$ cat src/rtl/telemetry_frame_tx.sv
// Scans the registered 5:1 display mux and sends a 12-byte UART frame (8N1).
// Define TELEM_PARITY_EN to insert an even-parity bit per byte (8E1).
`timescale 1ns/1ps
module telemetry_frame_tx #(
  parameter int unsigned CLKS_PER_BIT = 434,
  parameter logic [7:0]  SYNC_BYTE    = 8'hA5
) (
  input  logic        clk,
  input  logic        rst,
  input  logic        trigger,
  input  logic [11:0] mux_in,
  output logic [2:0]  select,
  output logic        tx,
  output logic        busy,
  output logic        frame_done
);

`ifdef TELEM_PARITY_EN
  typedef enum logic [2:0] {IDLE, SCAN, START, DATA, PARITY, STOP, DONE} state_t;
`else
  typedef enum logic [2:0] {IDLE, SCAN, START, DATA, STOP, DONE} state_t;
`endif

  localparam logic [15:0] BIT_LAST = 16'(CLKS_PER_BIT - 1);

  state_t      state;
  logic [3:0]  scan_cnt;
  logic [11:0] snap [5];
  logic [7:0]  chk;
  logic [7:0]  shreg;
  logic [15:0] baud_cnt;
  logic [2:0]  bit_idx;
  logic [3:0]  byte_idx;
`ifdef TELEM_PARITY_EN
  logic        par;
`endif

  logic        bit_end;
  logic        in_bit;
  logic        load;
  logic [3:0]  next_idx;
  logic [2:0]  k;
  logic [11:0] snap_k;
  logic [7:0]  next_byte;

  // LOAD is folded into the transition to START so bytes stay back-to-back.
  always_comb begin
    bit_end  = (baud_cnt == BIT_LAST);
    in_bit   = (state == START) || (state == DATA) || (state == STOP)
`ifdef TELEM_PARITY_EN
               || (state == PARITY)
`endif
               ;
    load     = ((state == SCAN) && (scan_cnt == 4'd9)) ||
               ((state == STOP) && bit_end && (byte_idx != 4'd11));
    next_idx = (state == STOP) ? byte_idx + 4'd1 : 4'd0;
    k        = 3'((next_idx - 4'd1) >> 1);
    case (k)
      3'd0:    snap_k = snap[0];
      3'd1:    snap_k = snap[1];
      3'd2:    snap_k = snap[2];
      3'd3:    snap_k = snap[3];
      default: snap_k = snap[4];
    endcase
    next_byte = SYNC_BYTE;
    if (next_idx == 4'd11)
      next_byte = chk;
    else if (next_idx != 4'd0)
      next_byte = next_idx[0] ? {1'b0, k, snap_k[11:8]} : snap_k[7:0];
  end

  always_ff @(posedge clk or posedge rst) begin
    if (rst) begin
      state      <= IDLE;
      select     <= 3'd0;
      tx         <= 1'b1;
      busy       <= 1'b0;
      frame_done <= 1'b0;
      scan_cnt   <= 4'd0;
      chk        <= 8'd0;
      shreg      <= 8'd0;
      baud_cnt   <= 16'd0;
      bit_idx    <= 3'd0;
      byte_idx   <= 4'd0;
      for (int i = 0; i < 5; i++) snap[i] <= 12'd0;
`ifdef TELEM_PARITY_EN
      par        <= 1'b0;
`endif
    end else begin
      frame_done <= 1'b0;
      if (in_bit) baud_cnt <= bit_end ? 16'd0 : baud_cnt + 16'd1;

      case (state)
        IDLE: begin
          chk <= 8'd0;
          tx  <= 1'b1;
          if (trigger) begin
            state    <= SCAN;
            busy     <= 1'b1;
            select   <= 3'd0;
            scan_cnt <= 4'd0;
          end
        end
        // Each select value is held two cycles; the second edge sees the mux output.
        SCAN: begin
          scan_cnt <= scan_cnt + 4'd1;
          select   <= 3'((scan_cnt + 4'd1) >> 1);
          if (scan_cnt[0]) snap[scan_cnt[3:1]] <= mux_in;
          if (scan_cnt == 4'd9) select <= 3'd0;
        end
        START: begin
          if (bit_end) begin
            state   <= DATA;
            tx      <= shreg[0];
            bit_idx <= 3'd0;
          end
        end
        DATA: begin
          if (bit_end) begin
            if (bit_idx == 3'd7) begin
`ifdef TELEM_PARITY_EN
              state <= PARITY;
              tx    <= par;
`else
              state <= STOP;
              tx    <= 1'b1;
`endif
            end else begin
              bit_idx <= bit_idx + 3'd1;
              tx      <= shreg[1];
              shreg   <= shreg >> 1;
            end
          end
        end
`ifdef TELEM_PARITY_EN
        PARITY: begin
          if (bit_end) begin
            state <= STOP;
            tx    <= 1'b1;
          end
        end
`endif
        STOP: begin
          if (bit_end && (byte_idx == 4'd11)) begin
            state      <= DONE;
            frame_done <= 1'b1;
            busy       <= 1'b0;
            tx         <= 1'b1;
          end
        end
        DONE: state <= IDLE;
        default: state <= IDLE;
      endcase

      if (load) begin
        state    <= START;
        tx       <= 1'b0;
        baud_cnt <= 16'd0;
        byte_idx <= next_idx;
        shreg    <= next_byte;
        if (next_idx != 4'd0 && next_idx != 4'd11) chk <= chk ^ next_byte;
`ifdef TELEM_PARITY_EN
        par      <= ^next_byte;
`endif
      end
    end
  end

endmodule

$ cat config.mk
export PLATFORM = sky130hd
export DESIGN_NAME = telemetry_frame_tx
export DESIGN_NICKNAME = d
export VERILOG_FILES = /design/src/rtl/telemetry_frame_tx.sv
export SDC_FILE = /design/constraint.sdc
export NUM_CORES = 1
export LEC_CHECK = 0
export ABC_AREA = 1
export CAP_MARGIN = 20
export CELL_PAD_IN_SITES_DETAIL_PLACEMENT = 1
export CELL_PAD_IN_SITES_GLOBAL_PLACEMENT = 1
export CORE_UTILIZATION = 46
export CTS_CLUSTER_DIAMETER = 50
export CTS_CLUSTER_SIZE = 14
export DETAILED_ROUTE_END_ITERATION = 12
export PLACE_DENSITY_LB_ADDON = 0.2
export REMOVE_ABC_BUFFERS = 1
export SETUP_SLACK_MARGIN = 0.02
export SYNTH_ARGS = -nofsm -noshare
export SYNTH_HDL_FRONTEND = slang
export SYNTH_SLANG_ARGS = --single-unit
$ cat constraint.sdc
create_clock -name clk -period 4 [get_ports clk]
set_input_delay 0.6 -clock clk [delete_from_list [all_inputs] [get_ports clk]]
set_output_delay 0.6 -clock clk [all_outputs]
set_load 0.02 [all_outputs]
# Yosys cells after proc, flatten, opt, wreduce, memory -nomap -nowiden
# Cells that the tools add are included.
# Widths: inputs -> output; s select.
word_totals:
  ff_bits: 112
  latch_bits: 0
  ram_bits: 0
  rom_bits: 0
  input_bits: 15
  output_inout_bits: 6
  word_cells: 122
  memories: 0
op_classes:
  addsub: 5
  mul: 0
  n_div: 0
  n_lt_le_gt_ge: 2
  eq_ne: 26
  shift: 0
  muxes: 45
  bitwise: 2
  n_reduce_logical: 26
op_table:
  columns: ["op", "count"]
  rows:
  - ["$mux 8", 10]
  - ["$bwmux 60", 1]
  - ["$mux 16", 3]
  - ["$pmux 12 s4", 1]
  - ["$demux 12 s3", 1]
  - ["$mux 3", 11]
  - ["$add 16x1->16 const B", 1]
  - ["$eq 16x9->1 const B", 1]
  - ["$pmux 3 s5", 1]
  - ["$eq 3x2->1 const B", 4]
  - ["$eq 4x4->1 const B", 3]
  - ["$mux 12", 1]
  - ["$ne 2x2->1 const B", 6]
  - ["$pmux 3 s2", 2]
  - ["$reduce_bool 2->1", 6]
  - ["$mux 1", 9]
  - ["$ne 3x3->1 const B", 3]
  - ["$add 4x1->4 const B", 2]
  - ["$mux 4", 2]
  - ["$ne 4x4->1 const B", 2]
  - ["$pmux 4 s2", 1]
  - ["$reduce_and 4->1", 2]
  - ["$xor 8x8->8", 1]
  - ["$eq 3x1->1 const B", 2]
  - ["other kinds (18)", 30]

# Depth between registers and ports, before layout
depth:
  depth_word: 11
  depth_mapped: 20

# Worst setup path after synthesis
# OpenSTA, ideal clock, no wires.
synth_path:
  path_kind: "register to register"
  startpoint: "register state[0]"
  endpoint: "register shreg[6]"
  arrival_time_ps: 2189
  path_slack_ps: 1694
  path_stages_with_launch: 17
  path_buffers: 0
  period_less_slack_ps: 2306
  path_cell_list: "dfrtp_1 > inv_1 > nand2_2 > nor2_8 > nand2_2 > ha_1 > inv_1 > nand2_2 > inv_2 > nand3_1 > nand2_1 > o21ai_1 > nand2_1 > nand2_1 > nand3_1 > nand2_1 > nand2_1"
synth_via:
  elab_chain_cells: 9
  elab_cells_between_ends: 24
synth_rtl:
  columns: ["item", "line_no", "source"]
  rows:
  - ["from (decl)", "26", "state_t state;"]
  - ["from (signal assigned)", "74", "state <= IDLE;"]
  - ["from (signal assigned)", "98", "state <= SCAN;"]
  - ["from (signal assigned)", "113", "state <= DATA;"]
  - ["$eq 3x3->1", "55, 56", null]
  - ["$mux 4", "56", "next_idx = (state == STOP) ? byte_idx + 4'd1 : 4'd0;"]
  - ["$sub 4x1->4", "57", "k = 3'((next_idx - 4'd1) >> 1);"]
  - ["$eq 3x2->1, or another cell as far along", "58", "case (k)"]
  - ["$pmux 12 s4", "58", null]
  - ["$mux 8", "69", "next_byte = next_idx[0] ? {1'b0, k, snap_k[11:8]} : snap_k[7:0];"]
  - ["$mux 8", "68", "else if (next_idx != 4'd0)"]
  - ["$mux 8", "66", "if (next_idx == 4'd11)"]
  - ["$mux 8", "155", "if (load) begin"]
  - ["to (signal assigned)", "131", "shreg <= shreg >> 1;"]
  - ["to (signal assigned)", "160", "shreg <= next_byte;"]
  - ["to (decl)", "30", "logic [7:0] shreg;"]
# Parallel ways exist; a longest one is shown, timed or not.
# A chain may end at the register's enable or synchronous reset.

# Worst setup path in the final report
# Ends and elaborated chain as after synthesis.

==> results.cfg <==
[global_route]
grt_use_total_pct = 26.9
grt_use_met3_pct = 5.18
gr-max-usage-layer = met2
grt_overflow = 0
grt_pass1_vias = 5578
grtUsageMet2_pct = 46.7
use_met1_pct = 34.4
grt_max_degree = 63
grt_pass1_wl_mm = 27.7
antenna_found_initial = 0

[sta]
fin_crit_sh_pct = 73.1
grt_setup_unrepaired = no
worst_slack_ns = 1.07
slew_headroom_pct = 34.9
final_max_slew_viol_count = 0
hold_viol = 0
max_freq_mhz = 342
fin_setup_tns_ns = 0
worstMarginPinSlew_ns = 0.974
finalSetupViolCount = 0
fin_crit_ns = 2.93
fin_worst_skew_ns = 0.00952
hold_ws_ns = 0.484

[floorplan]
die_x_um = 116
num_rows = 41
fp.dieArea_um2 = 13400
die_h_um = 116
core-area_um2 = 12600
initial_core_util_pct = 47.1
ios = 21

[setup_path]
r2r_start = state[0]
worstSetupEndpoint = shreg[6]
worstSetupPathType = reg2reg
end_kind = flip-flop
r2r.worst_path.cells = 16
crit_start = state[0]
max_stage_delay_ns = 0.47
crit_required_ns = 4.26
cpMaxStageDelayCell = ha_1
regToRegEndpoint = shreg[6]
cp_common_cell = nand2_1
start_kind = flip-flop
crit_chain = inv_1, nand2_2, nor2_8, nand2_2, ha_1, inv_1, nand2_2, inv_2, nand3_1, nand2_1, o21ai_1, nand2_1, nand2_1, nand3_1, nand2_1, nand2_1
arrival_ns = 3.18
ff2ff_setup_slack_ns = 1.07
crit_fanout = 9

[synthesis]
yosys_warnings = 0
syn_avg_cell_area_um2 = 7.73
syn_inst = 769
yosysSeqAreaShare_pct = 47.2
synth-seq-cells = 112
netlist_area_um2 = 5940
synth_cell_types = 40

[placement]
io_buffers = 20
hpwl_mm = 11.7
pre_cts_slack_ns = 1.08
placedCellCount = 950
place_area_um2 = 6350
gp_congestion = 0.885

[worst_hold_path]
hp-class = reg2reg

[pwr]
clkPwrFrac_pct = 23.0
p_leak_nw = 3.12
sequentialPowerShare_pct = 42.0
switching_share_pct = 40.3
power.switching_mw = 1.65
power.density_nw_per_um2 = 614
totalPowerFinal_mw = 4.09
vdd_ir_drop_max_v = 0.000398
combPwrFrac_pct = 35.0
internal_power_mw = 2.44

[cts]
cts_tree = built
cts-root-buf = clkbuf_16
cts.sinks = 112
cts_resized = 0
cts_max_path_buffers = 2
cts.reportedPaths.clkPinSlew_ns = 0.07
clk_latency_ns = 0.36
cts_setup_buffers = 0
ctsHoldBuffers = 0
h-tree-depth = 3
numCtsBuffers = 9

[final_layout]
seqCellArea_um2 = 2800
final_nets = 813
synthToLayoutAreaGrowth_pct = 12.0
design_area_um2 = 6660
final_cells = 966
multi_input_area_um2 = 2660
antenna_cells = 0
nFillCells = 1599
drive_above_1_share_pct = 7.56
finish.utilization_pct = 52.7

[status]
status = complete, no violations

[detailed_routing]
routedWlPerCell_um = 16.8
avgViaCountPerCell = 5.39
routed_wl_mm = 16.2
ant_nets = 0
drt_iter0_markers = 284
vias = 5204
drtPass1Iterations = 4
drc = 0

[job]
max_cap_violations = 0
-- sequential cells by signal (all words and copies together) (netlist names), 3 cells and up --
signal    cells
select        3
chk           8
state         3
scan_cnt      4
bit_idx       3
byte_idx      4
snap         60
shreg         8
baud_cnt     16
-- worst max-delay path: cells and delay by family, from the launching register on --
kind                       cells  cell delay (ns)
and+or+nand+nor               11             1.28
adders and majority gates      1             0.47
buffers and inverters          3             0.44
DFF                            1             0.41
AOI/OAI and AO/OA              1             0.22
-- power groups by stage --
stage	Clock, mW	Combinational [mW]	Sequential [mW]
floorplan	0	0.966	1.69
global placement	0	1.35	1.72
detailed placement	0	1.43	1.74
CTS	0.966	1.44	1.72
global route	1.00	1.63	1.76
finish	0.941	1.43	1.72
-- placed cells by master (no fill, tap or decap), types with 9 or more instances in the layout --
| master | count |
|---|---|
| nand2_1 | 175 |
| dfrtp_1 | 111 |
| inv_1 | 95 |
| o21ai_0 | 86 |
| nor2_1 | 82 |
| nand3_1 | 49 |
| a21oi_1 | 39 |
| clkdlybuf4s50_1 | 20 |
| nand4_1 | 17 |
| nor3_1 | 14 |
| ha_1 | 9 |
| clkbuf_16 | 9 |
-- cells by family after synthesis --
kind of cell | Yosys count | synth area share [%]
XOR/XNOR | 6 | 0.885
multiplexers | 2 | 0.337
flip-flops | 112 | 47.2
adder cells (fa/ha/maj) | 9 | 1.90
buffers and inverters | 123 | 8.11
AND/OR/NAND/NOR | 375 | 29.3
AO/OA/AOI/OAI | 142 | 12.3
-- synthesized netlist by cell type (all sizes together) --
cell	number	share of area [%]
a21boi	1	0.13
a21oi	39	3.3
a31oi	2	0.21
and2	1	0.11
and3	2	0.21
buf	9	0.91
clkbuf	11	0.70
dfrtp	111	47
dfstp	1	0.44
ha	9	1.9
inv	103	6.5
mux2i	2	0.34
nand2	187	13
nand3	51	4.5
nand3b	1	0.13
nand4	17	1.8
nor2	89	6.5
nor3	15	1.5
nor4	10	1.7
o2111ai	1	0.15
o211ai	1	0.13
o21ai	94	7.9
o22ai	1	0.11
o311ai	1	0.15
o31ai	2	0.25
or2	2	0.21
xor2	6	0.88
-- layer usage --
metal / share of wire, % / routed length (µm)
met1: 45 / 7340
met2: 50 / 8120
met3: 3.0 / 480
met4: 1.7 / 283
met5: 0 / 0
-- worst min path at each step --
stage	startpoint	depth (start not counted)	end	slack, ns
5_1_grt	shreg[0]	2	shreg[0]	0.52
4_1_cts	snap[6]	2	snap[6]	0.49
6_report	snap[8]	2	snap[8]	0.48
2_1_floorplan	shreg[5]	2	shreg[5]	0.44
3_3_place_gp	shreg[5]	2	shreg[5]	0.46
3_5_place_dp	snap[6]	2	snap[6]	0.47
-- cell type report --
class	instances	share of cell area [%]
Clock buffer	10	3.44
Clock inverter	6	1.13
Inverter	103	5.85
Multi-Input combinational cell	534	40.0
Sequential cell	112	42.1
Tap cell	172	3.23
Timing Repair Buffer	29	4.21
No activity file was read; power rests on OpenSTA's default activity.
